File: config.mk
export PLATFORM = sky130hd
export DESIGN_NAME = johnson_phase_decoder
export DESIGN_NICKNAME = d
export VERILOG_FILES = /design/src/rtl/johnson_phase_decoder.sv
export SDC_FILE = /design/constraint.sdc
export NUM_CORES = 1
export LEC_CHECK = 0
export ABC_CLOCK_PERIOD_IN_PS = 4440
export CAP_MARGIN = 20
export CORE_MARGIN = 2
export CORE_UTILIZATION = 58
export DETAILED_ROUTE_END_ITERATION = 8
export PLACE_DENSITY_LB_ADDON = 0.15
export REMOVE_ABC_BUFFERS = 1
export SYNTH_ARGS = -nofsm -noshare
export SYNTH_HDL_FRONTEND = slang
export SYNTH_SLANG_ARGS = --single-unit
export TNS_END_PERCENT = 10
File: constraint.sdc
create_clock -name clk -period 4.44 [get_ports clk]
set_input_delay 0.888 -clock clk [delete_from_list [all_inputs] [get_ports clk]]
set_output_delay 0.888 -clock clk [all_outputs]
set_load 0.005 [all_outputs]
File: src/rtl/johnson_phase_decoder.sv
// Decodes a Johnson counter state into a phase index and one-hot vector.
// Flags illegal codes and out-of-sequence steps, and tracks lock, errors and rotations.
module johnson_phase_decoder #(
    parameter int unsigned N        = 4,
    parameter int unsigned ERR_W    = 8,
    parameter int unsigned CYC_W    = 16,
    parameter int unsigned LOCK_CNT = 4
) (
    input  logic                     clk,
    input  logic                     rst_n,
    input  logic                     en,
    input  logic                     clr,
    input  logic [N-1:0]             jc_in,
    output logic                     phase_valid,
    output logic [$clog2(2*N)-1:0]   phase_idx,
    output logic [2*N-1:0]           phase_onehot,
    output logic                     illegal_code,
    output logic                     seq_err,
    output logic                     wrap_pulse,
    output logic                     locked,
    output logic [ERR_W-1:0]         err_count,
    output logic [CYC_W-1:0]         cycle_count
);

    localparam int unsigned P     = 2 * N;
    localparam int unsigned IDX_W = $clog2(P);
    localparam int unsigned RUN_W = 8;

    // Code for phase k: a run of ones filling from bit0, then emptying from bit0.
    function automatic logic [N-1:0] code_of(input int unsigned k);
        logic [N-1:0] c;
        for (int unsigned b = 0; b < N; b++) begin
            c[b] = (k <= N) ? (b < k) : (b >= k - N);
        end
        return c;
    endfunction

    logic [N-1:0]     r_s1_data;
    logic             r_s1_vld;
    logic             r_valid;
    logic [IDX_W-1:0] r_idx;
    logic             r_ill;
    logic             r_seq;
    logic             r_wrap;
    logic             r_locked;
    logic             r_ref;
    logic [RUN_W-1:0] r_run;
    logic [ERR_W-1:0] r_err;
    logic [CYC_W-1:0] r_cyc;

    logic             w_legal;
    logic [IDX_W-1:0] w_idx;
    logic [IDX_W-1:0] w_step_idx;
    logic             w_valid_d;
    logic [IDX_W-1:0] w_idx_d;
    logic             w_ill_d;
    logic             w_seq_d;
    logic             w_wrap_d;
    logic             w_locked_d;
    logic             w_ref_d;
    logic [RUN_W-1:0] w_run_d;
    logic             w_err_inc;
    logic             w_cyc_inc;
    logic [ERR_W-1:0] w_err_d;
    logic [CYC_W-1:0] w_cyc_d;

    always_comb begin
        w_legal = 1'b0;
        w_idx   = '0;
        for (int unsigned k = 0; k < P; k++) begin
            if (r_s1_data == code_of(k)) begin
                w_legal = 1'b1;
                w_idx   = IDX_W'(k);
            end
        end
    end

    assign w_step_idx = (r_idx == IDX_W'(P - 1)) ? '0 : r_idx + IDX_W'(1);

    always_comb begin
        w_valid_d  = r_valid;
        w_idx_d    = r_idx;
        w_ill_d    = 1'b0;
        w_seq_d    = 1'b0;
        w_wrap_d   = 1'b0;
        w_locked_d = r_locked;
        w_ref_d    = r_ref;
        w_run_d    = r_run;
        w_err_inc  = 1'b0;
        w_cyc_inc  = 1'b0;
        if (r_s1_vld) begin
            if (!w_legal) begin
                w_ill_d    = 1'b1;
                w_valid_d  = 1'b0;
                w_locked_d = 1'b0;
                w_run_d    = '0;
                w_ref_d    = 1'b0;
                w_err_inc  = 1'b1;
            end else begin
                w_valid_d = 1'b1;
                w_idx_d   = w_idx;
                w_ref_d   = 1'b1;
                if (!r_ref) begin
                    w_run_d = '0;
                end else if (w_idx != r_idx) begin
                    if (w_idx == w_step_idx) begin
                        w_run_d    = (r_run == RUN_W'(LOCK_CNT)) ? r_run : r_run + RUN_W'(1);
                        w_locked_d = r_locked | (w_run_d == RUN_W'(LOCK_CNT));
                        if (r_idx == IDX_W'(P - 1)) begin
                            w_wrap_d  = 1'b1;
                            w_cyc_inc = 1'b1;
                        end
                    end else begin
                        w_seq_d    = 1'b1;
                        w_err_inc  = 1'b1;
                        w_locked_d = 1'b0;
                        w_run_d    = '0;
                    end
                end
            end
        end
        w_err_d = (w_err_inc && (r_err != '1)) ? r_err + ERR_W'(1) : r_err;
        w_cyc_d = (w_cyc_inc && (r_cyc != '1)) ? r_cyc + CYC_W'(1) : r_cyc;
        // Clear beats any same-edge event; phase outputs and pulses are left alone.
        if (clr) begin
            w_err_d    = '0;
            w_cyc_d    = '0;
            w_locked_d = 1'b0;
            w_run_d    = '0;
            w_ref_d    = 1'b0;
        end
    end

    always_ff @(posedge clk or negedge rst_n) begin
        if (!rst_n) begin
            r_s1_data <= '0;
            r_s1_vld  <= 1'b0;
            r_valid   <= 1'b0;
            r_idx     <= '0;
            r_ill     <= 1'b0;
            r_seq     <= 1'b0;
            r_wrap    <= 1'b0;
            r_locked  <= 1'b0;
            r_ref     <= 1'b0;
            r_run     <= '0;
            r_err     <= '0;
            r_cyc     <= '0;
        end else begin
            if (en) begin
                r_s1_data <= jc_in;
            end
            r_s1_vld <= en;
            r_valid  <= w_valid_d;
            r_idx    <= w_idx_d;
            r_ill    <= w_ill_d;
            r_seq    <= w_seq_d;
            r_wrap   <= w_wrap_d;
            r_locked <= w_locked_d;
            r_ref    <= w_ref_d;
            r_run    <= w_run_d;
            r_err    <= w_err_d;
            r_cyc    <= w_cyc_d;
        end
    end

    always_comb begin
        phase_onehot = '0;
        if (r_valid) begin
            phase_onehot[r_idx] = 1'b1;
        end
    end

    assign phase_valid  = r_valid;
    assign phase_idx    = r_idx;
    assign illegal_code = r_ill;
    assign seq_err      = r_seq;
    assign wrap_pulse   = r_wrap;
    assign locked       = r_locked;
    assign err_count    = r_err;
    assign cycle_count  = r_cyc;

endmodule
==> results_dict.tcl, run 1 <==
set metrics [dict create \
    final_layout_size_suffix_gt1_share_pct 7.345 \
    p_sw_uw 365.2 \
    fp-row-count 25 \
    worst_pin_slew_ns 0.6752 \
    instances_no_fill 421 \
    placed_cells 413 \
    synth.largest_area_cell "dfrtp_1" \
    setup-violations-final 0 \
    grt_max_degree 47 \
    nets 368 \
    cp.arrival_ns 3.43 \
    slew-limit-headroom_pct 54.99 \
    antenna_found_initial 0 \
    cts_max_level 2 \
    crit_type "reg -> reg" \
    clockPowerShare_pct 29.1 \
    final_area_um2 3496 \
    first_iter_violations 131 \
    grt.overflow.total 0 \
    start_util_pct 60.66 \
    coreArea_um2 4755 \
    fin_crit_ns 3.241 \
    fillers 373 \
    switching_share_pct 32.46 \
    fmax_mhz 308.6 \
    synth_edf_count 0 \
    cts-root-buf "clkbuf_8" \
    clockBufferDepth 2 \
    cts_sinks 46 \
    worstPathRequired_ns 4.63 \
    finalClockSkew_ns 0.006733 \
    setup_tns_ns 0 \
    avgSynthCellArea_um2 9.273 \
    async_reset_ff_share_pct 100.0 \
    power.internal_uw 760.0 \
    first_global_vias 2288 \
    synth_cell_types 60 \
    num_io_pins 48 \
    ys_ff_latch 46 \
    drt-total-wl_um 6277 \
    rsz0062_at_grt "no" \
    ant_nets 0 \
    max_cap_viol_count 0 \
    ys.flop_type "dfrtp_1" \
    cts_tree "built" \
    path_max_fanout 12 \
    clk_pin_slew_ns 0.09 \
    power_density_nw_per_um2 321.9 \
    postCtsSetupBuffers 0 \
    cts_made_buffers 5 \
    synth.yosys.warnings 0 \
    die_width_um 74.52 \
    synth_seq_area_share_pct 39.91 \
    ir_worst_vdd_v 0.0002899 \
    synth_cells 311 \
    p_leak_nw 1.411 \
    viasPerCell 6.002 \
    place_congestion 0.8099 \
    vias 2527 \
    die_area_um2 5552 \
    endpoint_kind "flop" \
    synthTopCellsByArea "dfrtp_1 40%, nor2_1 4.6%, a21oi_1 3.1%" \
    pwr-share-seq_pct 43.8 \
    drc 0 \
    groute.usage.overall_pct 24.16 \
    hp-class "in -> async" \
    dpl.hpwl_um 4354 \
    die_h_um 74.52 \
    area_growth_pct 21.21 \
    clock_latency_ns 0.30 \
    num_antenna_cells 0 \
    wire_per_inst_um 14.91 \
    drtPass1Iterations 4 \
    start_kind "flop" \
    drv_slew 0 \
    synth_top_cell_area_share_pct 39.91 \
    placed_area_um2 3363 \
    grt_pass1_wl_um 10520 \
    status "finished clean" \
    fin_util_pct 73.53 \
    final-hold-violation-count 0 \
    cts_resized 0 \
    min_period_over_period_pct 72.99 \
    postCtsHoldBufs 0 \
    p_comb_share_pct 27.2 \
    io_buffers 47 \
    synthesis.area_um2 2884 \
]
-- cell families after synthesis --
logic type	after synthesis	share of synthesized area, %
adders and majority gates	6	2.603
DFF	46	39.91
muxes	15	6.073
AOI/OAI and AO/OA	69	16.62
buffers and inverters	24	4.121
xor gates and xnor gates	15	4.555
and+or+nand+nor	136	26.12
-- power by group through the flow --
stage	combinational, mW	sequential, mW	clock (mW)
detailed placement	0.302	0.500	0
CTS	0.303	0.491	0.331
global placement	0.291	0.496	0
floorplan	0.191	0.488	0
finish	0.306	0.492	0.327
global route	0.332	0.499	0.347
-- cell type report --
cell class | count | area, um^2 | area share, %
repair buffers | 49 | 493.0 | 14.10
multi-input cells | 241 | 1614 | 46.17
flip-flops and latches | 46 | 1151 | 32.93
well taps | 67 | 83.83 | 2.398
clock buffers | 6 | 82.58 | 2.362
clock inverters | 1 | 30.03 | 0.8590
inverters | 11 | 41.29 | 1.181
-- path summary, 6_finish.rpt --
| path | startpoint | end | slack (ns) | cells past startpoint |
|---|---|---|---|---|
| hold / removal | rst_n | r_run[3]$_DFFE_PN0P_ | 0.47 | 1 |
| hold reg to reg | r_run[6]$_DFFE_PN0P_ | r_run[6]$_DFFE_PN0P_ | 0.58 | 1 |
| setup / recovery | phase_idx[0]$_DFFE_PN0P_ | cycle_count[15]$_DFFE_PN0P_ | 1.20 | 9 |
| min in group clk | r_run[6]$_DFFE_PN0P_ | r_run[6]$_DFFE_PN0P_ | 0.58 | 1 |
| max in group asynchronous | rst_n | phase_idx[0]$_DFFE_PN0P_ | 3.48 | 2 |
| setup reg to reg | phase_idx[0]$_DFFE_PN0P_ | cycle_count[15]$_DFFE_PN0P_ | 1.20 | 9 |
-- metal layers --
metal  global-route usage [%]  up-vias  share of wire (%)
met5                        0        -                  0
li1                         -     1213                  -
met2                    39.04       79                 49
met1                    33.05     1230                 45
met3                    4.607        5                4.9
met4                    7.540        0               0.97
-- layout by cell type (no fill, tap or decap), types with 7 or more instances in the layout --
| cell | instances |
|---|---|
| nand3_1 | 16 |
| nor2b_1 | 9 |
| nand3b_1 | 7 |
| o21ai_0 | 13 |
| a21oi_1 | 18 |
| inv_1 | 11 |
| nand2_1 | 22 |
| nor2_1 | 35 |
| nand4_1 | 8 |
| xnor2_1 | 10 |
| dfrtp_1 | 46 |
| clkdlybuf4s50_1 | 46 |
-- state kept, by name, indices dropped and copies added (netlist names) --
signal        cells
r_ref             1
locked            1
r_run             8
wrap_pulse        1
phase_valid       1
illegal_code      1
err_count         8
phase_idx         3
cycle_count      16
r_s1_vld          1
seq_err           1
r_s1_data         4
-- per-stage QoR --
stage / worst slack [ns] / total power [mW] / hold slack [ns]
floorplan: 1.597 / 0.6788 / 0.5170
global placement: 1.356 / 0.7876 / 0.5472
detailed placement: 1.237 / 0.8017 / 0.5588
CTS: 1.223 / 1.126 / 0.5769
global route: 0.9840 / 1.178 / 0.4831
finish: 1.199 / 1.125 / 0.4716
-- cell usage after synthesis (4+ instances only) --
master,instances
a21bo_1,4
a21oi_1,18
and3_1,5
clkbuf_1,5
dfrtp_1,46
ha_1,6
inv_1,11
mux2_1,6
mux2_2,4
mux2i_1,4
nand2_1,22
nand2b_1,5
nand3_1,16
nand3b_1,7
nand4_1,8
nor2_1,35
nor2b_1,9
nor3_1,5
nor4_1,5
o21ai_0,13
xnor2_1,10
xor2_1,5
-- critical path, stage by stage, from the launching register on --
cell	delay, ns
dfrtp_1	0.53
ha_1	0.27
ha_1	0.33
nor2_1	0.15
a2bb2oi_1	0.08
o211ai_1	0.26
nand2_1	0.35
nor4_4	0.65
nand4_1	0.18
mux2_1	0.33
Power figures use the tool's default switching activity.
==> inputs of run 2 (changes only) <==
ABC_CLOCK_PERIOD_IN_PS = 3400   (was 4440)
CORE_UTILIZATION = 54   (was 58)
clock period = 3.4 ns   (was 4.44 ns; I/O delays follow)
==> run 2 against run 1 <==
Compared with the run above:
- clock power rose by 8.3%
- combinational power rose by 33%
- core utilization fell by 5.6 points
- largest cell class unchanged
- critical path depth fell by 1
- largest power group unchanged
- critical path type unchanged
- die area rose by 7.0%
==> results_dict.tcl, run 2 (synthesized netlist as in run 1, its figures left out) <==
set metrics [dict create \
    placed_area_um2 3382 \
    postCtsSetupBuffers 0 \
    grt_pass1_wl_um 10810 \
    start_util_pct 56.11 \
    nets 370 \
    cts_tree "built" \
    status "finished clean" \
    drv_slew 0 \
    drt-total-wl_um 6123 \
    setup-violations-final 0 \
    holdWs_ns 0.2887 \
    grt.overflow.total 0 \
    cp.arrival_ns 3.19 \
    postCtsHoldBufs 0 \
    antenna_found_initial 0 \
    cts_sinks 46 \
    coreArea_um2 5140 \
    clk_pin_slew_ns 0.09 \
    fp-row-count 26 \
    clock_latency_ns 0.30 \
    vias 2500 \
    cts-root-buf "clkbuf_8" \
    worst_pin_slew_ns 0.6581 \
    fin_util_pct 67.96 \
    crit_type "reg -> reg" \
    drc 0 \
    num_antenna_cells 0 \
    io_buffers 47 \
    area_growth_pct 21.13 \
    first_global_vias 2279 \
    grt_max_degree 47 \
    start_kind "flop" \
    min_period_over_period_pct 88.35 \
    worstPathRequired_ns 3.59 \
    power_density_nw_per_um2 400.6 \
    finalClockSkew_ns 0.008116 \
    final_area_um2 3493 \
    first_iter_violations 149 \
    cts_max_level 2 \
    final_layout_size_suffix_gt1_share_pct 7.843 \
    setup_tns_ns 0 \
    mostFrequentLayoutCells "46 x dfrtp_1, 46 x clkdlybuf4s50_1, 35 x nor2_1" \
    ir_worst_vdd_v 0.0003429 \
    cts_resized 0 \
    path_max_fanout 12 \
    wire_per_inst_um 14.34 \
    fin_crit_ns 3.004 \
    place_congestion 0.8156 \
    ant_nets 0 \
    dpl.hpwl_um 4317 \
    cts_made_buffers 5 \
    hp-class "in -> async" \
    viasPerCell 5.855 \
    die_h_um 77.08 \
    largest_register_ff_count 16 \
    p_leak_nw 1.411 \
    groute.usage.overall_pct 22.02 \
    die_width_um 77.08 \
    fmax_mhz 332.9 \
    endpoint_kind "flop" \
    slew-limit-headroom_pct 56.13 \
    clockBufferDepth 2 \
    die_area_um2 5941 \
    max_cap_viol_count 0 \
    rsz0062_at_grt "no" \
    drtPass1Iterations 4 \
    final-hold-violation-count 0 \
    num_io_pins 48 \
]
run 2: per-layer routing:
metal,vias to the layer above,track usage [%],part of all wire (%)
met5,-,0,0
met4,0,7.143,1.2
met3,9,3.176,4.0
met2,67,35.44,49
met1,1202,30.76,46
li1,1222,-,-
run 2: stage by stage:
stage | instances | power, mW | worst slack, ns
after CTS | 426 | 1.399 | 0.3932
after global placement | 418 | 1.040 | 0.4971
after detailed placement | 418 | 1.051 | 0.4100
after floorplan | 298 | 0.8864 | 0.5569
after global routing | 427 | 1.477 | 0.2235
final | 427 | 1.399 | 0.3962
run 2: worst max-delay path: stages, from the launching register on:
cell      delay (ns)
dfrtp_1         0.53
ha_1            0.27
ha_1            0.33
o32a_1          0.36
o211ai_1        0.11
nand2_1         0.19
nor4_4          0.59
nand4_1         0.17
mux2_1          0.33
run 2: final cells by class:
cell class | count | area [um^2]
fillers | 439 | 1647
multi-input cells | 241 | 1614
flip-flops and latches | 46 | 1151
repair buffers | 51 | 508.0
well taps | 70 | 87.58
clock buffers | 7 | 86.33
inverters | 11 | 41.29
clock inverters | 1 | 5.005
run 2: worst paths after layout:
path | startpoint | endpoint | slack (ns) | cells after the start
max in group asynchronous | rst_n | cycle_count[1]$_DFFE_PN0P_ | 2.62 | 2
worst max register to register | phase_idx[0]$_DFFE_PN0P_ | cycle_count[15]$_DFFE_PN0P_ | 0.40 | 8
worst min-delay path | rst_n | r_run[3]$_DFFE_PN0P_ | 0.29 | 1
min in group clk | err_count[7]$_DFFE_PN0P_ | err_count[7]$_DFFE_PN0P_ | 0.58 | 2
worst min register to register | err_count[7]$_DFFE_PN0P_ | err_count[7]$_DFFE_PN0P_ | 0.58 | 2
worst max-delay path | phase_idx[0]$_DFFE_PN0P_ | cycle_count[15]$_DFFE_PN0P_ | 0.40 | 8
run 2: where the power goes:
| group | leakage, nW | internal [mW] | switching [mW] |
|---|---|---|---|
| combinational | 0.743 | 0.193 | 0.213 |
| sequential | 0.620 | 0.572 | 0.0675 |
| clock | 0.0482 | 0.165 | 0.189 |
| total | 1.41 | 0.930 | 0.470 |
